`src/rtl/pwm_hbridge_multi.sv`:
```
// Multi-channel signed-duty PWM for H-bridge drivers: shared period counter,
// period-aligned shadow duties, dead time on reversal, brake, period strobe.
module pwm_hbridge_multi #(
  parameter int CHANNELS    = 2,
  parameter int CNT_WIDTH   = 12,
  parameter int DEAD_CYCLES = 16
) (
  input  logic                    clk,
  input  logic                    rst,
  input  logic [CHANNELS*16-1:0]  duty,
  input  logic                    update_en,
  input  logic                    brake,
  output logic [CHANNELS-1:0]     pwm_out,
  output logic [CHANNELS-1:0]     dir_a,
  output logic [CHANNELS-1:0]     dir_b,
  output logic                    period_start,
  output logic [2*CHANNELS-1:0]   state_dbg
);

  localparam int HALF      = 1 << (CNT_WIDTH - 1);
  localparam int MAX_COUNT = 1 << CNT_WIDTH;
  localparam int DW        = (DEAD_CYCLES > 0) ? $clog2(DEAD_CYCLES + 1) : 1;

  localparam logic [CNT_WIDTH-1:0] HALF_V   = CNT_WIDTH'(HALF);
  localparam logic [CNT_WIDTH-2:0] CNT_LAST = '1;
  localparam logic [DW-1:0]        DEAD_V   = DW'(DEAD_CYCLES);

  typedef enum logic [1:0] {IDLE, DEAD, DRIVE_A, DRIVE_B} state_t;
  typedef enum logic [1:0] {DIR_NONE, DIR_A, DIR_B} dir_t;

  logic                 run;
  logic [CNT_WIDTH-2:0] cnt;
  logic [CNT_WIDTH-2:0] cnt_next;
  logic                 boundary;

  state_t               state    [CHANNELS];
  dir_t                 last_dir [CHANNELS];
  dir_t                 pend_dir [CHANNELS];
  logic [DW-1:0]        dead_cnt [CHANNELS];
  logic [CNT_WIDTH-1:0] mag      [CHANNELS];
  logic [CNT_WIDTH-1:0] shadow   [CHANNELS];

  logic [CNT_WIDTH-1:0] clamped  [CHANNELS];
  logic [CNT_WIDTH-1:0] sel      [CHANNELS];
  logic [CNT_WIDTH-1:0] dec_mag  [CHANNELS];
  dir_t                 dec_dir  [CHANNELS];

  // The first edge after reset release acts as a boundary so the first
  // visible cycle is cnt = 0 with period_start high.
  always_comb begin
    boundary = !run || (cnt == CNT_LAST);
    cnt_next = boundary ? '0 : cnt + 1'b1;
  end

  // Decode uses the value that the shadow register holds after this edge.
  always_comb begin
    for (int i = 0; i < CHANNELS; i++) begin
      clamped[i] = CNT_WIDTH'(duty[16*i +: 16]);
      if ({16'b0, duty[16*i +: 16]} > 32'(MAX_COUNT - 1))
        clamped[i] = '1;
      sel[i] = (boundary && update_en) ? clamped[i] : shadow[i];
      if (sel[i] > HALF_V) begin
        dec_dir[i] = DIR_A;
        dec_mag[i] = sel[i] - HALF_V;
      end else if (sel[i] < HALF_V) begin
        dec_dir[i] = DIR_B;
        dec_mag[i] = HALF_V - sel[i];
      end else begin
        dec_dir[i] = DIR_NONE;
        dec_mag[i] = '0;
      end
    end
  end

  always_comb begin
    state_dbg = '0;
    for (int i = 0; i < CHANNELS; i++)
      state_dbg[2*i +: 2] = state[i];
  end

  always_ff @(posedge clk or posedge rst) begin
    if (rst) begin
      run          <= 1'b0;
      cnt          <= '0;
      period_start <= 1'b0;
      pwm_out      <= '0;
      dir_a        <= '0;
      dir_b        <= '0;
      for (int i = 0; i < CHANNELS; i++) begin
        state[i]    <= IDLE;
        last_dir[i] <= DIR_NONE;
        pend_dir[i] <= DIR_NONE;
        dead_cnt[i] <= '0;
        mag[i]      <= '0;
        shadow[i]   <= HALF_V;
      end
    end else begin
      run          <= 1'b1;
      cnt          <= cnt_next;
      period_start <= boundary;
      for (int i = 0; i < CHANNELS; i++) begin
        if (boundary && update_en)
          shadow[i] <= clamped[i];

        if (brake) begin
          state[i]   <= IDLE;
          pwm_out[i] <= 1'b0;
          dir_a[i]   <= 1'b0;
          dir_b[i]   <= 1'b0;
        end else if (boundary) begin
          mag[i] <= dec_mag[i];
          if (dec_dir[i] == DIR_NONE) begin
            state[i]   <= IDLE;
            pwm_out[i] <= 1'b0;
            dir_a[i]   <= 1'b0;
            dir_b[i]   <= 1'b0;
          end else if (last_dir[i] == DIR_NONE || last_dir[i] == dec_dir[i] ||
                       DEAD_CYCLES == 0) begin
            state[i]    <= (dec_dir[i] == DIR_A) ? DRIVE_A : DRIVE_B;
            last_dir[i] <= dec_dir[i];
            dir_a[i]    <= (dec_dir[i] == DIR_A);
            dir_b[i]    <= (dec_dir[i] == DIR_B);
            pwm_out[i]  <= ({1'b0, cnt_next} < dec_mag[i]);
          end else begin
            // Reversal: both legs off for DEAD_CYCLES cycles first.
            state[i]    <= DEAD;
            pend_dir[i] <= dec_dir[i];
            dead_cnt[i] <= DEAD_V;
            pwm_out[i]  <= 1'b0;
            dir_a[i]    <= 1'b0;
            dir_b[i]    <= 1'b0;
          end
        end else begin
          case (state[i])
            DEAD: begin
              if (dead_cnt[i] <= DW'(1)) begin
                state[i]    <= (pend_dir[i] == DIR_A) ? DRIVE_A : DRIVE_B;
                last_dir[i] <= pend_dir[i];
                dir_a[i]    <= (pend_dir[i] == DIR_A);
                dir_b[i]    <= (pend_dir[i] == DIR_B);
                pwm_out[i]  <= ({1'b0, cnt_next} < mag[i]);
              end else begin
                dead_cnt[i] <= dead_cnt[i] - DW'(1);
              end
            end
            DRIVE_A, DRIVE_B: pwm_out[i] <= ({1'b0, cnt_next} < mag[i]);
            default: begin
              pwm_out[i] <= 1'b0;
              dir_a[i]   <= 1'b0;
              dir_b[i]   <= 1'b0;
            end
          endcase
        end
      end
    end
  end

endmodule
```
`config.mk`:
```
export PLATFORM = sky130hd
export DESIGN_NAME = pwm_hbridge_multi
export DESIGN_NICKNAME = d
export VERILOG_FILES = /design/src/rtl/pwm_hbridge_multi.sv
export SDC_FILE = /design/constraint.sdc
export NUM_CORES = 1
export LEC_CHECK = 0
export ABC_CLOCK_PERIOD_IN_PS = 5400
export BUFFER_PORTS_ARGS = -buffer_cell sky130_fd_sc_hd__buf_2
export CORE_MARGIN = 5
export CORE_UTILIZATION = 48
export CTS_CLUSTER_DIAMETER = 60
export DETAILED_ROUTE_END_ITERATION = 10
export GPL_ROUTABILITY_DRIVEN = 0
export PLACE_DENSITY = 0.71
export SKIP_LAST_GASP = 1
export SLEW_MARGIN = 20
export SYNTH_ARGS = -nofsm -noshare
export SYNTH_HDL_FRONTEND = slang
export SYNTH_SLANG_ARGS = --single-unit
export TNS_END_PERCENT = 100
```
`constraint.sdc`:
```
create_clock -name clk -period 5.4 [get_ports clk]
set_clock_uncertainty 0.1 [all_clocks]
set_input_delay 1.08 -clock clk [delete_from_list [all_inputs] [get_ports clk]]
set_output_delay 1.08 -clock clk [all_outputs]
set_load 0.02 [all_outputs]
```
==> impl_metrics.csv <==
group,metric,value,unit
outcome,status,"completed",
timing,final.setup.tns,0,ns
critical_path,slowest_stage,"or4_1",
power,ir_drop,0.1424,mV
critical_path,cp-end-kind,"register",
job,cap_viol_max_count,0,
global_route,grtUsageMet1,30.39,%
drt,drtAntennaViolNets,0,
die,core_area,0.01211,sq mm
timing,period_needed,4.740,ns
critical_path,critPathBufInv,2,
global_route,first_global_vias,5146,
global_route,grt_max_degree,60,
synth,synth_edf_count,0,
timing,hold_violations,0,
drt,vias,5200,
die,dieWidth,121.7,microns
final_layout,synthToLayoutAreaGrowth,11.88,%
die,io_pins,47,
global_route,grt_use_total,21.80,%
critical_path,crit_chain,"buf_2 -> or4_1 -> o21ai_0 -> nand2_1 -> inv_1 -> ha_1 -> or4b_4 -> nor4_1 -> mux2_4 -> nor2_1 -> a22oi_1 -> ha_1 -> o211ai_1 -> a21oi_1 -> a211o_1 -> nand4_1 -> a211oi_1 -> o211ai_2",
synth,syn_area_per_cell,8.999,sq um
drt,vias_per_cell,5.896,
clock_network,cts_setup_buffers,0,
critical_path,crit_family,"simple AND/OR/NAND/NOR gates",
critical_path,start_kind,"primary input",
clock_network,numCtsBuffers,9,
drt,finalWirelength,15.23,mm
clock_network,cts_root_buf,"clkbuf_16",
critical_path,r2r_cells,17,
critical_path,r2r-end,"pwm_out[0]",
clock_network,cts.repair.resized,0,
global_route,use_met2,34.13,%
synth,synthCells,665,
timing,fmax,0.2110,GHz
drt,first_pass_iters,5,
synth,ys_seq_area_share,37.26,%
final_layout,final_nets,793,
final_layout,antenna_cells,0,
place,io_buffers,46,
timing,setup_viol,0,
global_route,gr-total-overflow,0,
timing,period_share,87.77,%
place,hpwl,11.65,mm
power,cellPowerDensity,299.4,mW/mm^2
drt,wire_per_inst,17.27,microns
critical_path,crit_top_cell,"ha_1",
global_route,top_usage_layer,"met2",
die,initial_core_util,49.41,%
critical_path,critPathKind,"primary input to register",
global_route,met3_usage,5.014,%
synth,synth_flop_cell,"dfrtp_1",
critical_path,crit_start,"duty[30]",
global_route,grt_pass1_wl,25.70,mm
synth,yosys.area.top_type,"dfrtp_1",
synth,async_reset_ff_share,100.0,%
die,die_h,121.7,microns
power,power.leakage,3.043,nW
worst_hold_path,hp-class,"register to register",
critical_path,crit_fanout,4,
critical_path,worstPathRequired,5.53,ns
timing,drv_slew,0,
global_route,antenna_found_initial,0,
clock_network,cts_buffer_depth,2,
timing,hold_ws,0.3751,ns
synth,synth.distinct_cells,83,
timing,tightestPinTransition,0.9534,ns
synth,yosysTopAreaCellShare,36.38,%
clock_network,worstSkewPairLatency,0.35,ns
clock_network,htreeDepth,3,
critical_path,r2r_slack,0.89,ns
final_layout,layout-drive-gt1-share,15.27,%
synth,netlist_area,0.005984,sq mm
critical_path,worstPathArrival,4.87,ns
critical_path,r2r_start,"cnt[0]",
synth,synth_warnings,0,
drt,drtIter0Drc,408,
worst_hold_path,min_from,"mag[12]",
timing,relSlewSlack,36.28,%
synth,syn-num-nets,748,
synth,ys_seq_elements,89,
clock_network,cts-hold-fix-buffers,0,
worst_hold_path,min_delay_path_depth,2,
drt,drc,0,
clock_network,cts.clk_slew.worst_paths,0.07,ns
worst_hold_path,hold_end,"mag[12]",
clock_network,clock-sinks,89,
synth,synth_top_cells_by_area,"dfrtp_1 36%, ha_1 9.8%, nand2_1 5.3%",
clock_network,cts_tree,"yes",
die,dieArea,0.01480,sq mm
timing,rsz0062_at_grt,"false",
die,rows,40,
critical_path,cpPeakStageDelay,0.58,ns
-- cells by family after synthesis --
family,count (synthesis),synth area share (%)
fa+ha+maj,47,9.826
flops,89,37.26
xor+xnor,32,4.683
simple gates,262,22.94
compound gates,148,16.14
mux,23,4.934
other cells,1,0.06266
buf+inv,63,4.161
-- cells in the mapped netlist, types with 4 or more instances --
library cell,n
a21o_1,4
a21oi_1,33
a311oi_1,4
and3_1,8
buf_2,7
clkbuf_1,11
dfrtp_1,87
ha_1,47
inv_1,39
mux2_2,5
mux2i_1,10
mux2i_4,4
nand2_1,84
nand2b_1,8
nand3_1,15
nand4_1,8
nor2_1,55
nor3_1,20
nor4_1,14
o21ai_0,30
o21ai_1,27
o31a_1,4
o31ai_1,8
or2_2,4
or3_1,6
or4_1,6
xnor2_1,20
xor2_1,12
-- where the power goes --
group | leakage [nW] | internal [mW] | switching (mW)
sequential | 1.08 | 0.779 | 0.108
combinational | 1.82 | 0.208 | 0.299
clock | 0.138 | 0.347 | 0.265
-- metrics by stage --
step	power (mW)	std cells	cell area [sq um]	setup WS (ns)	util, %
after detailed placement	1.396	867	6411	0.2905	52.93
after global placement	1.371	867	6411	0.4592	52.93
after CTS	2.007	882	6694	0.6602	55.27
after floorplan	1.241	665	5984	0.5387	-
after global routing	2.124	882	6695	0.3973	55.28
final	2.005	882	6695	0.6605	55.28
-- state kept, by name, indices dropped and copies added, names as in the netlist --
signal,cells
cnt,11
dead_cnt,10
dir_a,2
dir_b,2
last_dir,4
mag,24
pend_dir,4
period_start,1
pwm_out,2
run,1
shadow,24
state_dbg,4
-- area by class of cell --
| class | instances | area [sq um] |
|---|---|---|
| Clock buffer | 13 | 270.3 |
| Inverter | 42 | 160.2 |
| Sequential cell | 89 | 2230 |
| Multi-Input combinational cell | 513 | 3515 |
| Fill cell | 1073 | 5416 |
| Clock inverter | 2 | 12.51 |
| Timing Repair Buffer | 55 | 297.8 |
| Tap cell | 168 | 210.2 |
-- layer usage --
layer | vias to the layer above | share of wire [%]
li1 | 2497 | -
met4 | 0 | 0.91
met1 | 2505 | 47
met5 | - | 0
met3 | 16 | 6.1
met2 | 182 | 46
-- placed cells by master, fill, tap and decap left out, types with 8 or more instances in the layout --
cell type,n
buf_2,46
o31ai_1,8
xor2_1,12
nand2_1,84
ha_1,47
o21ai_0,30
nand2b_1,8
and3_1,8
nand3_1,15
clkbuf_16,9
nand4_1,8
dfrtp_1,87
nor3_1,20
mux2i_1,10
o21ai_1,27
nor2_1,55
a21oi_1,33
inv_1,38
buf_4,9
nor4_1,14
xnor2_1,20
-- tightest hold or removal path, delay by kind of cell, from the launching register on --
family,cells,cell delay [ns]
and+or+nand+nor,2,0.10
DFF,1,0.34
-- worst max path at each step --
stage,end,slack (ns),depth (start not counted)
final,pwm_out[1],0.66,18
after global routing,pwm_out[1],0.40,18
after CTS,pwm_out[1],0.66,18
after detailed placement,pwm_out[1],0.29,18
after global placement,pwm_out[1],0.46,18
after floorplan,pwm_out[1],0.54,21
Note: power is estimated with default switching activity, not from simulation.
